==> src/rtl/fpu_add_arbiter.sv <==
// Two-requester round-robin front end for a shared FP adder/subtractor.
// Grants one requester, drives the FPU, times out stalled operations, and returns a registered result.
module fpu_add_arbiter #(
  parameter int W       = 32,
  parameter int TIMEOUT = 63
) (
  input  logic         clk,
  input  logic         rst,
  input  logic         req_0,
  input  logic         req_1,
  input  logic [W-1:0] x_0,
  input  logic [W-1:0] y_0,
  input  logic [W-1:0] x_1,
  input  logic [W-1:0] y_1,
  input  logic         op_0,
  input  logic         op_1,
  input  logic [1:0]   r_mode_cfg,
  output logic         gnt_0,
  output logic         gnt_1,
  output logic         done_0,
  output logic         done_1,
  output logic [W-1:0] res_data,
  output logic         res_ovf,
  output logic         res_unf,
  output logic         res_err,
  output logic         fpu_beg,
  output logic         fpu_rst_fsm,
  output logic [W-1:0] fpu_data_x,
  output logic [W-1:0] fpu_data_y,
  output logic         fpu_add_subt,
  output logic [1:0]   fpu_r_mode,
  input  logic         fpu_ready,
  input  logic [W-1:0] fpu_result,
  input  logic         fpu_ovf,
  input  logic         fpu_unf
);

  localparam int CW = $clog2(TIMEOUT + 1);
  localparam logic [CW:0] CNT_LAST = (CW + 1)'(TIMEOUT);

  typedef enum logic [2:0] {IDLE, START, WAIT, DONE, ABORT, CLEAR} state_t;

  state_t         state_q, state_d;
  logic [CW-1:0]  cnt_q, cnt_d;
  logic           last_q, last_d;
  logic           gnt0_q, gnt0_d, gnt1_q, gnt1_d;
  logic           done0_q, done0_d, done1_q, done1_d;
  logic [W-1:0]   res_data_q, res_data_d;
  logic           res_ovf_q, res_ovf_d, res_unf_q, res_unf_d, res_err_q, res_err_d;
  logic           beg_q, beg_d, rst_fsm_q, rst_fsm_d;
  logic [W-1:0]   x_q, x_d, y_q, y_d;
  logic           op_q, op_d;
  logic [1:0]     rm_q, rm_d;
  logic           win;

  always_comb begin
    state_d    = state_q;
    cnt_d      = cnt_q;
    last_d     = last_q;
    gnt0_d     = gnt0_q;
    gnt1_d     = gnt1_q;
    done0_d    = 1'b0;
    done1_d    = 1'b0;
    res_data_d = res_data_q;
    res_ovf_d  = res_ovf_q;
    res_unf_d  = res_unf_q;
    res_err_d  = res_err_q;
    beg_d      = 1'b0;
    rst_fsm_d  = 1'b0;
    x_d        = x_q;
    y_d        = y_q;
    op_d       = op_q;
    rm_d       = rm_q;
    win        = 1'b0;

    case (state_q)
      IDLE: begin
        if (req_0 || req_1) begin
          // win=1 selects requester 1; on contention the one not served last wins
          win     = (req_0 && req_1) ? ~last_q : req_1;
          gnt0_d  = ~win;
          gnt1_d  = win;
          x_d     = win ? x_1 : x_0;
          y_d     = win ? y_1 : y_0;
          op_d    = win ? op_1 : op_0;
          rm_d    = r_mode_cfg;
          beg_d   = 1'b1;
          state_d = START;
        end
      end
      START: begin
        cnt_d   = '0;
        state_d = WAIT;
      end
      WAIT: begin
        if (fpu_ready) begin
          res_data_d = fpu_result;
          res_ovf_d  = fpu_ovf;
          res_unf_d  = fpu_unf;
          res_err_d  = 1'b0;
          done0_d    = gnt0_q;
          done1_d    = gnt1_q;
          state_d    = DONE;
        end else begin
          cnt_d = cnt_q + 1'b1;
          // counter includes the current WAIT cycle once incremented
          if (({1'b0, cnt_q} + 1'b1) == CNT_LAST) begin
            state_d = ABORT;
          end
        end
      end
      ABORT: begin
        res_data_d = '0;
        res_ovf_d  = 1'b0;
        res_unf_d  = 1'b0;
        res_err_d  = 1'b1;
        done0_d    = gnt0_q;
        done1_d    = gnt1_q;
        state_d    = DONE;
      end
      DONE: begin
        last_d    = gnt1_q;
        rst_fsm_d = 1'b1;
        state_d   = CLEAR;
      end
      CLEAR: begin
        gnt0_d  = 1'b0;
        gnt1_d  = 1'b0;
        state_d = IDLE;
      end
      default: state_d = IDLE;
    endcase
  end

  always_ff @(posedge clk) begin
    if (rst) begin
      state_q    <= IDLE;
      cnt_q      <= '0;
      last_q     <= 1'b1;
      gnt0_q     <= 1'b0;
      gnt1_q     <= 1'b0;
      done0_q    <= 1'b0;
      done1_q    <= 1'b0;
      res_data_q <= '0;
      res_ovf_q  <= 1'b0;
      res_unf_q  <= 1'b0;
      res_err_q  <= 1'b0;
      beg_q      <= 1'b0;
      rst_fsm_q  <= 1'b1;
      x_q        <= '0;
      y_q        <= '0;
      op_q       <= 1'b0;
      rm_q       <= 2'b00;
    end else begin
      state_q    <= state_d;
      cnt_q      <= cnt_d;
      last_q     <= last_d;
      gnt0_q     <= gnt0_d;
      gnt1_q     <= gnt1_d;
      done0_q    <= done0_d;
      done1_q    <= done1_d;
      res_data_q <= res_data_d;
      res_ovf_q  <= res_ovf_d;
      res_unf_q  <= res_unf_d;
      res_err_q  <= res_err_d;
      beg_q      <= beg_d;
      rst_fsm_q  <= rst_fsm_d;
      x_q        <= x_d;
      y_q        <= y_d;
      op_q       <= op_d;
      rm_q       <= rm_d;
    end
  end

  assign gnt_0        = gnt0_q;
  assign gnt_1        = gnt1_q;
  assign done_0       = done0_q;
  assign done_1       = done1_q;
  assign res_data     = res_data_q;
  assign res_ovf      = res_ovf_q;
  assign res_unf      = res_unf_q;
  assign res_err      = res_err_q;
  assign fpu_beg      = beg_q;
  assign fpu_rst_fsm  = rst_fsm_q;
  assign fpu_data_x   = x_q;
  assign fpu_data_y   = y_q;
  assign fpu_add_subt = op_q;
  assign fpu_r_mode   = rm_q;

endmodule

==> config.mk <==
export PLATFORM = sky130hd
export DESIGN_NAME = fpu_add_arbiter
export DESIGN_NICKNAME = d
export VERILOG_FILES = /design/src/rtl/fpu_add_arbiter.sv
export SDC_FILE = /design/constraint.sdc
export NUM_CORES = 1
export LEC_CHECK = 0
export ABC_AREA = 1
export BUFFER_PORTS_ARGS = -buffer_cell sky130_fd_sc_hd__buf_2
export CAP_MARGIN = 30
export CELL_PAD_IN_SITES_DETAIL_PLACEMENT = 2
export CELL_PAD_IN_SITES_GLOBAL_PLACEMENT = 2
export CORE_AREA = 2 2 144 146
export DETAILED_ROUTE_END_ITERATION = 7
export DIE_AREA = 0 0 146 148
export MAX_ROUTING_LAYER = met4
export PLACE_DENSITY_LB_ADDON = 0.05
export SKIP_CTS_REPAIR_TIMING = 1
export SLEW_MARGIN = 5
export SYNTH_ARGS = -nofsm -noshare
export SYNTH_HDL_FRONTEND = slang
export SYNTH_SLANG_ARGS = --single-unit
==> constraint.sdc <==
create_clock -name clk -period 2.65 [get_ports clk]
set_input_delay 0.53 -clock clk [delete_from_list [all_inputs] [get_ports clk]]
set_output_delay 0.53 -clock clk [all_outputs]
set_load 0.02 [all_outputs]
==> results.md, run 1 <==
- RSZ-0062 raised after global routing: no
- Row count: 52
- Core area: between 20000 and 25000 um^2
- Fin crit share: 0.634
- Most used DFF post-synth: dfxtp_1
- Pins Over Slew Limit: 0
- Tmin final: approximately 1700 ps
- Crit-path cells: inv_1 -> nor2_1 -> nor2_4 -> o21ai_0 -> a21oi_1
- Syn Area/Cell: roughly 7.6 um^2
- Routed Antenna Nets: 0
- Area occupied by multi-input gates: 2000 um^2
- DRT Wirelength: 21000 um
- Share of layout cells above drive strength 1: 0.380
- Top cell type's share of synthesized area: 0.496
- Critical path class: flip-flop to flip-flop
- Die height: about 150 um
- Maximum vdd drop: around 0.43 mV
- Vias per cell: 4.64
- First-pass DRT Iterations: 5
- Clock Sinks: between 100 and 150
- Crit-path max FO: 34
- P&R area growth vs syn: 48.0%
- PortBufs: 278
- Max cap viols: 0
- # IOs: 279
- Top cells by count, synth: a21oi_1, dfxtp_1, nand2_1, o21ai_0, inv_1
- Seq. cell area: 2360 um^2
- Number of global-route vias before repair: 6015
- Status: complete, no violations
- EDFF count, synth: 0
- Global-route wire length before repair: 32800 um
- Mapped Cells: 628
- Drt wl/cell: approximately 18 um
- Largest net degree at the start of global routing: 67
- Synth Warn #: 0
- Power per cell area: 1140 nW/um^2
- H-tree depth: 4
- Worst skew pair latency: 420 ps
- Share of flip-flops with an asynchronous set or reset: 0
- Syn Nets: 801
- CP max stage cell: nor2_4
- Final setup violating endpoints: 0
- Starting Density: 0.238
- Crit-path max cell delay: between 500 and 600 ps
- Number of CTS-inserted buffers: 17
- Via count: roughly 5500
- Fill cells: 2438
- Relative slew slack: 0.507
- Fmax: 595 MHz
- CTS tree: built
- Placed cell count: approximately 1100
- Fin nets: 1063
- Crit path DAT: about 2000 ps
- CP Launch Type: flip-flop
- Final HPWL DP: 15000 um
- Final Hold Vio Count: 0
- Clock Path Buffers: 2
- Clock Skew: 9.32 ps
- Count leader, synth: a21oi_1
- Initial drt markers: about 200
- #FFs+latches synth: roughly 120
- Top post-synthesis cells by area: dfxtp_1, a21oi_1, o21ai_0, nand2_1, inv_1
- Final Util: 0.352
- CTS clock-pin slew for the worst setup and hold paths: approximately 60 ps
- Post-synthesis cell type count: 25
- Fin worst setup slack: 969 ps
- Critical Path Sink Type: flip-flop
- Worst EP required: 3000 ps
- Place WS: 735 ps
- Tightest Hold Check Type: input port to flip-flop
- Initial antenna violation count: 5
- Worst-margin pin slew: about 740 ps
- Cell Area, Synth: 4770 um^2
- Post-synth top area cell: dfxtp_1
- Root buffer cell: clkbuf_16
- # DRC: 0
- Setup TNS Final: 0 ps
- Die area: 21600 um^2
- Post-Layout Cell Count: 1180
- Lkg Pwr: 3.39 nW
- Total grt overflow: 0
- Total GRT Usage: 0.199
- Post-synthesis sequential area ratio: 0.496
- Die Width: 146 um
- Gpl congestion: 0.762
cell usage in the layout, fill, tap and decap left out, drive strengths merged:
| cell type | n |
|---|---|
| a211oi | 1 |
| a21oi | 173 |
| buf | 289 |
| bufinv | 3 |
| clkbuf | 18 |
| clkinv | 5 |
| clkinvlp | 3 |
| dfxtp | 118 |
| diode | 7 |
| ha | 2 |
| inv | 58 |
| nand2 | 97 |
| nand3 | 8 |
| nor2 | 15 |
| nor3 | 4 |
| o211ai | 1 |
| o21ai | 105 |
| o31ai | 1 |
| or2 | 1 |
| xnor2 | 1 |
layer usage:
metal,track usage,vias up,share of wire
met2,0.345,174,0.51
met1,0.219,2642,0.42
met3,0.0623,22,0.061
li1,-,2641,-
met5,-,-,0
met4,0.0641,0,0.018
cell families after synthesis:
family	after synthesis	synth area share
AO/OA/AOI/OAI	281	0.306
AND/OR/NAND/NOR	125	0.107
flip-flops	118	0.496
buffers and inverters	101	0.0853
adder cells (fa/ha/maj)	2	0.00525
XOR/XNOR	1	0.00184
layout make-up:
type                            count  area share
Timing Repair Buffer              289       0.214
Antenna cell                        7     0.00248
Clock inverter                     14      0.0248
Inverter                           55      0.0293
Clock buffer                       18      0.0623
Tap cell                          270      0.0479
Multi-Input combinational cell    409       0.284
Sequential cell                   118       0.335
state kept, by name (all words and copies together), names as in the netlist:
name / cells
done_0: 1
state_q: 3
fpu_data_x: 32
fpu_data_y: 32
fpu_add_subt: 1
res_err: 1
res_unf: 1
res_ovf: 1
res_data: 32
fpu_beg: 1
gnt_0: 1
last_q: 1
fpu_rst_fsm: 1
gnt_1: 1
cnt_q: 6
done_1: 1
fpu_r_mode: 2
power breakdown:
group / internal (mW) / total, mW / switching, mW / leakage, nW
Sequential: 2.32 / 2.59 / 0.277 / 0.971
Combinational: 0.946 / 3.02 / 2.08 / 2.13
Clock: 1.51 / 2.45 / 0.934 / 0.293
Total: 4.77 / 8.06 / 3.29 / 3.39
stage by stage:
stage	power [mW]	area, um^2	hold slack (ps)
after floorplan	4.50	4770	446
after global placement	5.56	6420	428
after detailed placement	5.69	6420	440
after CTS	8.19	7040	328
after global routing	8.60	7050	339
final	8.06	7050	342
worst max-delay path: cells and delay by family, from the launching register on:
family	cells	cell delay, ps
simple gates	2	660
compound gates	2	390
flops	1	370
buf+inv	1	170
path summary, 6_finish.rpt:
check	start	endpoint	slack [ps]	cells past startpoint
setup reg to reg	state_q[2]	res_data[17]	970	5
hold / removal	r_mode_cfg[1]	fpu_r_mode[1]	340	3
setup / recovery	state_q[2]	res_data[17]	970	5
hold reg to reg	res_data[29]	res_data[29]	440	2
Power figures use the tool's default switching activity.
==> run 2, diff against run 1 <==
--- a/config.mk
+++ b/config.mk
@@ -10,9 +10,9 @@
 export CAP_MARGIN = 30
 export CELL_PAD_IN_SITES_DETAIL_PLACEMENT = 2
 export CELL_PAD_IN_SITES_GLOBAL_PLACEMENT = 2
-export CORE_AREA = 2 2 144 146
+export CORE_AREA = 2 2 151 153
 export DETAILED_ROUTE_END_ITERATION = 7
-export DIE_AREA = 0 0 146 148
+export DIE_AREA = 0 0 153 155
 export MAX_ROUTING_LAYER = met4
 export PLACE_DENSITY_LB_ADDON = 0.05
 export SKIP_CTS_REPAIR_TIMING = 1
==> constraint.sdc (replaced) <==
create_clock -name clk -period 1.7 [get_ports clk]
set_input_delay 0.34 -clock clk [delete_from_list [all_inputs] [get_ports clk]]
set_output_delay 0.34 -clock clk [all_outputs]
set_load 0.02 [all_outputs]
==> run 2 against run 1 <==
Compared with the run above: via count decreased by 0.24%; clock-buffer cell count increased by 2; flip-flop and latch count unchanged; global-route usage decreased by 2.6 points; final area increased by 1.1%; sequential share of layout area decreased by 0.38 points; critical endpoint is now state_q[2]; highest routed layer unchanged.
==> results.md, run 2 (same netlist as run 1, synthesis figures left out) <==
- First-pass DRT Iterations: 4
- Worst EP required: between 2000 and 2500 ps
- Max cap viols: 0
- R2R cell count: 10
- Sequential share of power: 0.320
- Crit path depth: 10
- Clock Power Share: 0.295
- CP Launch Type: flip-flop
- Cell depth of the worst hold path: 3
- Gate power share: 0.385
- Via count: 5466
- Clock Path Buffers: 2
- Most frequent cells in the layout: buf_2, a21oi_1, dfxtp_1, nand2_1, o21ai_0
- RSZ-0062 raised after global routing: no
- Number of CTS-inserted buffers: 17
- Fin nets: 1065
- Switching share of power: 0.400
- Share of layout cells above drive strength 1: 0.381
- Gpl congestion: between 0.7 and 0.8
- Critical path class: flip-flop to flip-flop
- DRT Wirelength: 20700 um
- Crit-path max cell delay: around 350 ps
- Critical Path Sink Type: flip-flop
- Routed Antenna Nets: 0
- Clock Skew: between 6 and 7 ps
- Tightest Hold Check Type: input port to flip-flop
- Initial drt markers: 144
- Crit-path max FO: 5
- Root buffer cell: clkbuf_16
- PortBufs: 278
- Number of global-route vias before repair: 5830
- Vias per cell: 4.57
- H-tree depth: 4
- Clock Sinks: 118
- Layer with the highest usage: met2
- Internal Pwr Total: 7.54 mW
- Total GRT Usage: 0.173
- Placed cell count: 1157
- Setup TNS Final: 0 ps
- # DRC: 0
- Worst skew pair latency: between 400 and 500 ps
- Global-route wire length before repair: between 30000 and 40000 um
- Crit-path cells: ha_1 -> nand2_1 -> inv_1 -> nand2_1 -> nand2_1 -> nor2_1 -> nand3_1 -> nand2_1 -> nand2_1 -> nor2_1
- P&R area growth vs syn: 49.6%
- Post-Layout Cell Count: 1197
- Crit path DAT: 1810 ps
- Most common cell after layout, fill and taps aside: buf_2
- Starting Density: 0.214
- Maximum vdd drop: 0.533 mV
- Die area: 23700 um^2
- # IOs: ~280
- Pins Over Slew Limit: 0
- CTS tree: built
- Final Hold Vio Count: 0
- R2R Setup Slk: 230 ps
- Lkg Pwr: 3.41 nW
- Final setup violating endpoints: 0
- Status: complete, no violations
- Core area: 22200 um^2
- GR Util met3: 0.0546
- Relative slew slack: 0.717
- Fmax: 679 MHz
- Drt wl/cell: 17.3 um
- Met1 Use GR: 0.193
- Worst-margin pin slew: 423 ps
- Total grt overflow: 0
- Crit path top cell by count: nand2_1
- Fin worst setup slack: 227 ps
- Die height: 155 um
- Die Width: about 150 um
- Fin crit share: 0.866
- CTS clock-pin slew for the worst setup and hold paths: approximately 60 ps
- Power per cell area: 1760 nW/um^2
- Final HPWL DP: 14700 um
- Worst path top cell family by delay: simple AND/OR/NAND/NOR gates
- Row count: 55
- Initial antenna violation count: 6
- Routing usage on met2: 0.297
- Tmin final: about 1500 ps
- Psw: a little over 5 mW
- Fill cells: 2619
- Place WS: 43.7 ps
- Largest net degree at the start of global routing: 71
- Buf/Inv on CP: 1
- CP max stage cell: dfxtp_1
-- run 2: routing by layer --
layer / vias to the layer above / share of wire
met5: - / 0
met4: 0 / 0.017
met3: 24 / 0.063
met2: 162 / 0.50
met1: 2634 / 0.42
li1: 2646 / -
-- run 2: layout make-up --
class	instances	area, um^2	share of cell area
clock inverter	12	153	0.0214
tap	285	357	0.0500
timing repair buffer	290	1570	0.220
clock buffer	20	447	0.0626
antenna	7	17.5	0.00246
multi-input combinational	410	2020	0.283
inverter	55	206	0.0289
sequential	118	2360	0.331
-- run 2: path summary, 6_finish.rpt --
kind,startpoint,endpoint
min,r_mode_cfg[1],fpu_r_mode[1]
min reg2reg,res_data[0],res_data[0]
max,cnt_q[0],state_q[2]
max reg2reg,cnt_q[0],state_q[2]
-- run 2: stage by stage --
step                      power, mW  instance area (um^2)  utilization  hold WS, ps
after floorplan                7.02                  4770            -          413
after global placement         8.81                  6500        0.292          429
after detailed placement       9.00                  6500        0.292          437
after CTS                      12.8                  7100        0.319          141
after global routing           13.5                  7130        0.321          146
final                          12.6                  7130        0.321          157
-- run 2: power groups by stage --
stage | Combinational [mW] | Sequential, mW | Clock (mW)
6_report | 4.84 | 4.02 | 3.71
5_1_grt | 5.38 | 4.14 | 3.94
4_1_cts | 4.96 | 4.03 | 3.83
3_5_place_dp | 4.94 | 4.06 | 0
3_3_place_gp | 4.79 | 4.02 | 0
2_1_floorplan | 2.00 | 5.02 | 0
-- run 2: worst reg2reg max path, cell delays in order (launching register included) --
cell and delay, ps:
dfxtp_1 350, ha_1 240, nand2_1 120, inv_1 50
nand2_1 80, nand2_1 60, nor2_1 110, nand3_1 100
nand2_1 110, nand2_1 60, nor2_1 110
==> run 3, diff against run 2 <==
--- a/config.mk
+++ b/config.mk
@@ -15,6 +15,7 @@
 export DIE_AREA = 0 0 153 155
 export MAX_ROUTING_LAYER = met4
 export PLACE_DENSITY_LB_ADDON = 0.05
+export REMOVE_ABC_BUFFERS = 1
 export SKIP_CTS_REPAIR_TIMING = 1
 export SLEW_MARGIN = 5
 export SYNTH_ARGS = -nofsm -noshare
==> constraint.sdc (replaced) <==
create_clock -name clk -period 1.59 [get_ports clk]
set_input_delay 0.318 -clock clk [delete_from_list [all_inputs] [get_ports clk]]
set_output_delay 0.318 -clock clk [all_outputs]
set_load 0.02 [all_outputs]
==> run 3 against run 2 <==
Compared with the run above: flip-flop and latch count is the same; clock power grew 23%; final area grew 2.2%; sequential power grew 7.5%; core utilization grew 0.70 points; first-iteration DRC count grew 34%; clock skew grew 3.0 ps; wire length grew 4.7%; highest routed layer unchanged.
==> results.md, run 3 (same netlist as run 1, synthesis figures left out) <==
- Internal Pwr Total: roughly 9 mW
- Global-route wire length before repair: 33200 um
- Place WS: -148 ps
- Row count: 55
- PortBufs: 278
- Initial antenna violation count: 5
- Pins Over Slew Limit: 0
- Via count: about 5500
- Final Util: 0.328
- Sequential share of power: 0.304
- Max cap viols: 0
- Critical path class: flip-flop to flip-flop
- R2R Setup Slk: about 75 ps
- Final setup violating endpoints: 0
- Worst EP required: 1880 ps
- Root buffer cell: clkbuf_16
- Switching share of power: 0.385
- Final HPWL DP: 15800 um
- Core area: 22200 um^2
- Top sig layer: met4
- Starting Density: 0.214
- Fin crit share: 0.953
- Metal3 WL: 1220 um
- Die height: around 160 um
- Final Hold Vio Count: 0
- Fin worst setup slack: 75.4 ps
- Met2 WL: 10900 um
- Routed Antenna Nets: 0
- Power per cell area: 1950 nW/um^2
- Tmin final: between 1500 and 2000 ps
- Tightest Hold Check Type: input port to flip-flop
- Number of CTS-inserted buffers: 17
- CP Launch Type: flip-flop
- Relative slew slack: 0.714
- Vias per cell: 4.60
- Met1 WL: approximately 9300 um
- Initial drt markers: 193
- Final hold slack: approximately 140 ps
- Clock Power Share: 0.321
- Status: complete, no violations
- Crit-path max FO: 17
- H-tree depth: 4
- Gpl congestion: 0.804
- Setup TNS Final: 0 ps
- CTS tree: built
- RSZ-0062 raised after global routing: yes
- Number of global-route vias before repair: 5996
- Total GRT Usage: 0.182
- Largest net degree at the start of global routing: 73
- Worst-margin pin slew: 428 ps
- Clock Path Buffers: 2
- Placed cell count: 1161
- Clock Skew: between 9 and 10 ps
- Fin nets: 1070
- Most frequent cells in the layout: buf_2, a21oi_1, dfxtp_1, nand2_1, o21ai_0
- Share of layout cells above drive strength 1: 0.388
- Drt wl/cell: between 15 and 20 um
- Maximum vdd drop: 0.706 mV
- Total grt overflow: 0
- P&R area growth vs syn: 52.9%
- Psw: 5.47 mW
- # DRC: 0
- Most common cell after layout, fill and taps aside: buf_2
- Clock Sinks: 118
- Gate power share: 0.375
- Fmax: between 600 and 700 MHz
- Die area: 23700 um^2
- CTS clock-pin slew for the worst setup and hold paths: approximately 60 ps
- Critical Path Sink Type: flip-flop
- # IOs: roughly 280
- Lkg Pwr: about 3.5 nW
- Post-Layout Cell Count: 1202
- First-pass DRT Iterations: 4
- Worst skew pair latency: 420 ps
- Die Width: 153 um
- DRT Wirelength: 21700 um
- Crit path DAT: 1800 ps
[run 3: cell count changes in the layout (fill, tap and decap cells not counted)]
cell / change
buf_4: +3
buf_12: +1
clkbuf_1: -2
clkinvlp_4: -3
buf_6: +1
inv_6: -1
ha_2: +1
ha_1: -1
bufinv_16: +3
clkinv_4: +2
clkbuf_8: +3
clkinv_2: -2
[run 3: area by class of cell]
class                   instances  area (um^2)
repair buffers                295         1620
inverters                      55          206
clock inverters                11          219
flip-flops and latches        118         2360
clock buffers                  21          480
diodes                          7         17.5
well taps                     285          357
multi-input cells             410         2020
fillers                      2661        14900
[run 3: metal layers]
layer / global-route usage / vias up
met4: 0.0569 / 0
met5: - / -
met1: 0.212 / 2660
met2: 0.311 / 194
met3: 0.0426 / 22
li1: - / 2653
[run 3: per-stage QoR]
stage          instance area (um^2)  total power [mW]
3_5_place_dp                   6530              9.77
3_3_place_gp                   6530              9.53
6_report                       7290              14.2
5_1_grt                        7280              15.2
2_1_floorplan                  4570              7.31
4_1_cts                        7230              14.4
[run 3: power groups by stage]
stage | clock [mW] | combinational (mW) | sequential [mW]
CTS | 4.69 | 5.41 | 4.34
detailed placement | 0 | 5.38 | 4.38
global placement | 0 | 5.20 | 4.32
global route | 4.82 | 5.89 | 4.45
floorplan | 0 | 1.94 | 5.37
finish | 4.56 | 5.33 | 4.32
[run 3: worst paths after layout]
path / from / to / cells past startpoint
max: state_q[2] / res_data[9] / 6
min: r_mode_cfg[0] / fpu_r_mode[0] / 3
max reg2reg: state_q[2] / res_data[9] / 6
min reg2reg: res_data[23] / res_data[23] / 2
[run 3: worst max-delay path: stages, from the launching register on]
cell and delay [ps]:
dfxtp_1 430, inv_1 140, nor2_2 390, nor2_4 80, buf_12 160, o21ai_0 90, a21oi_1 80
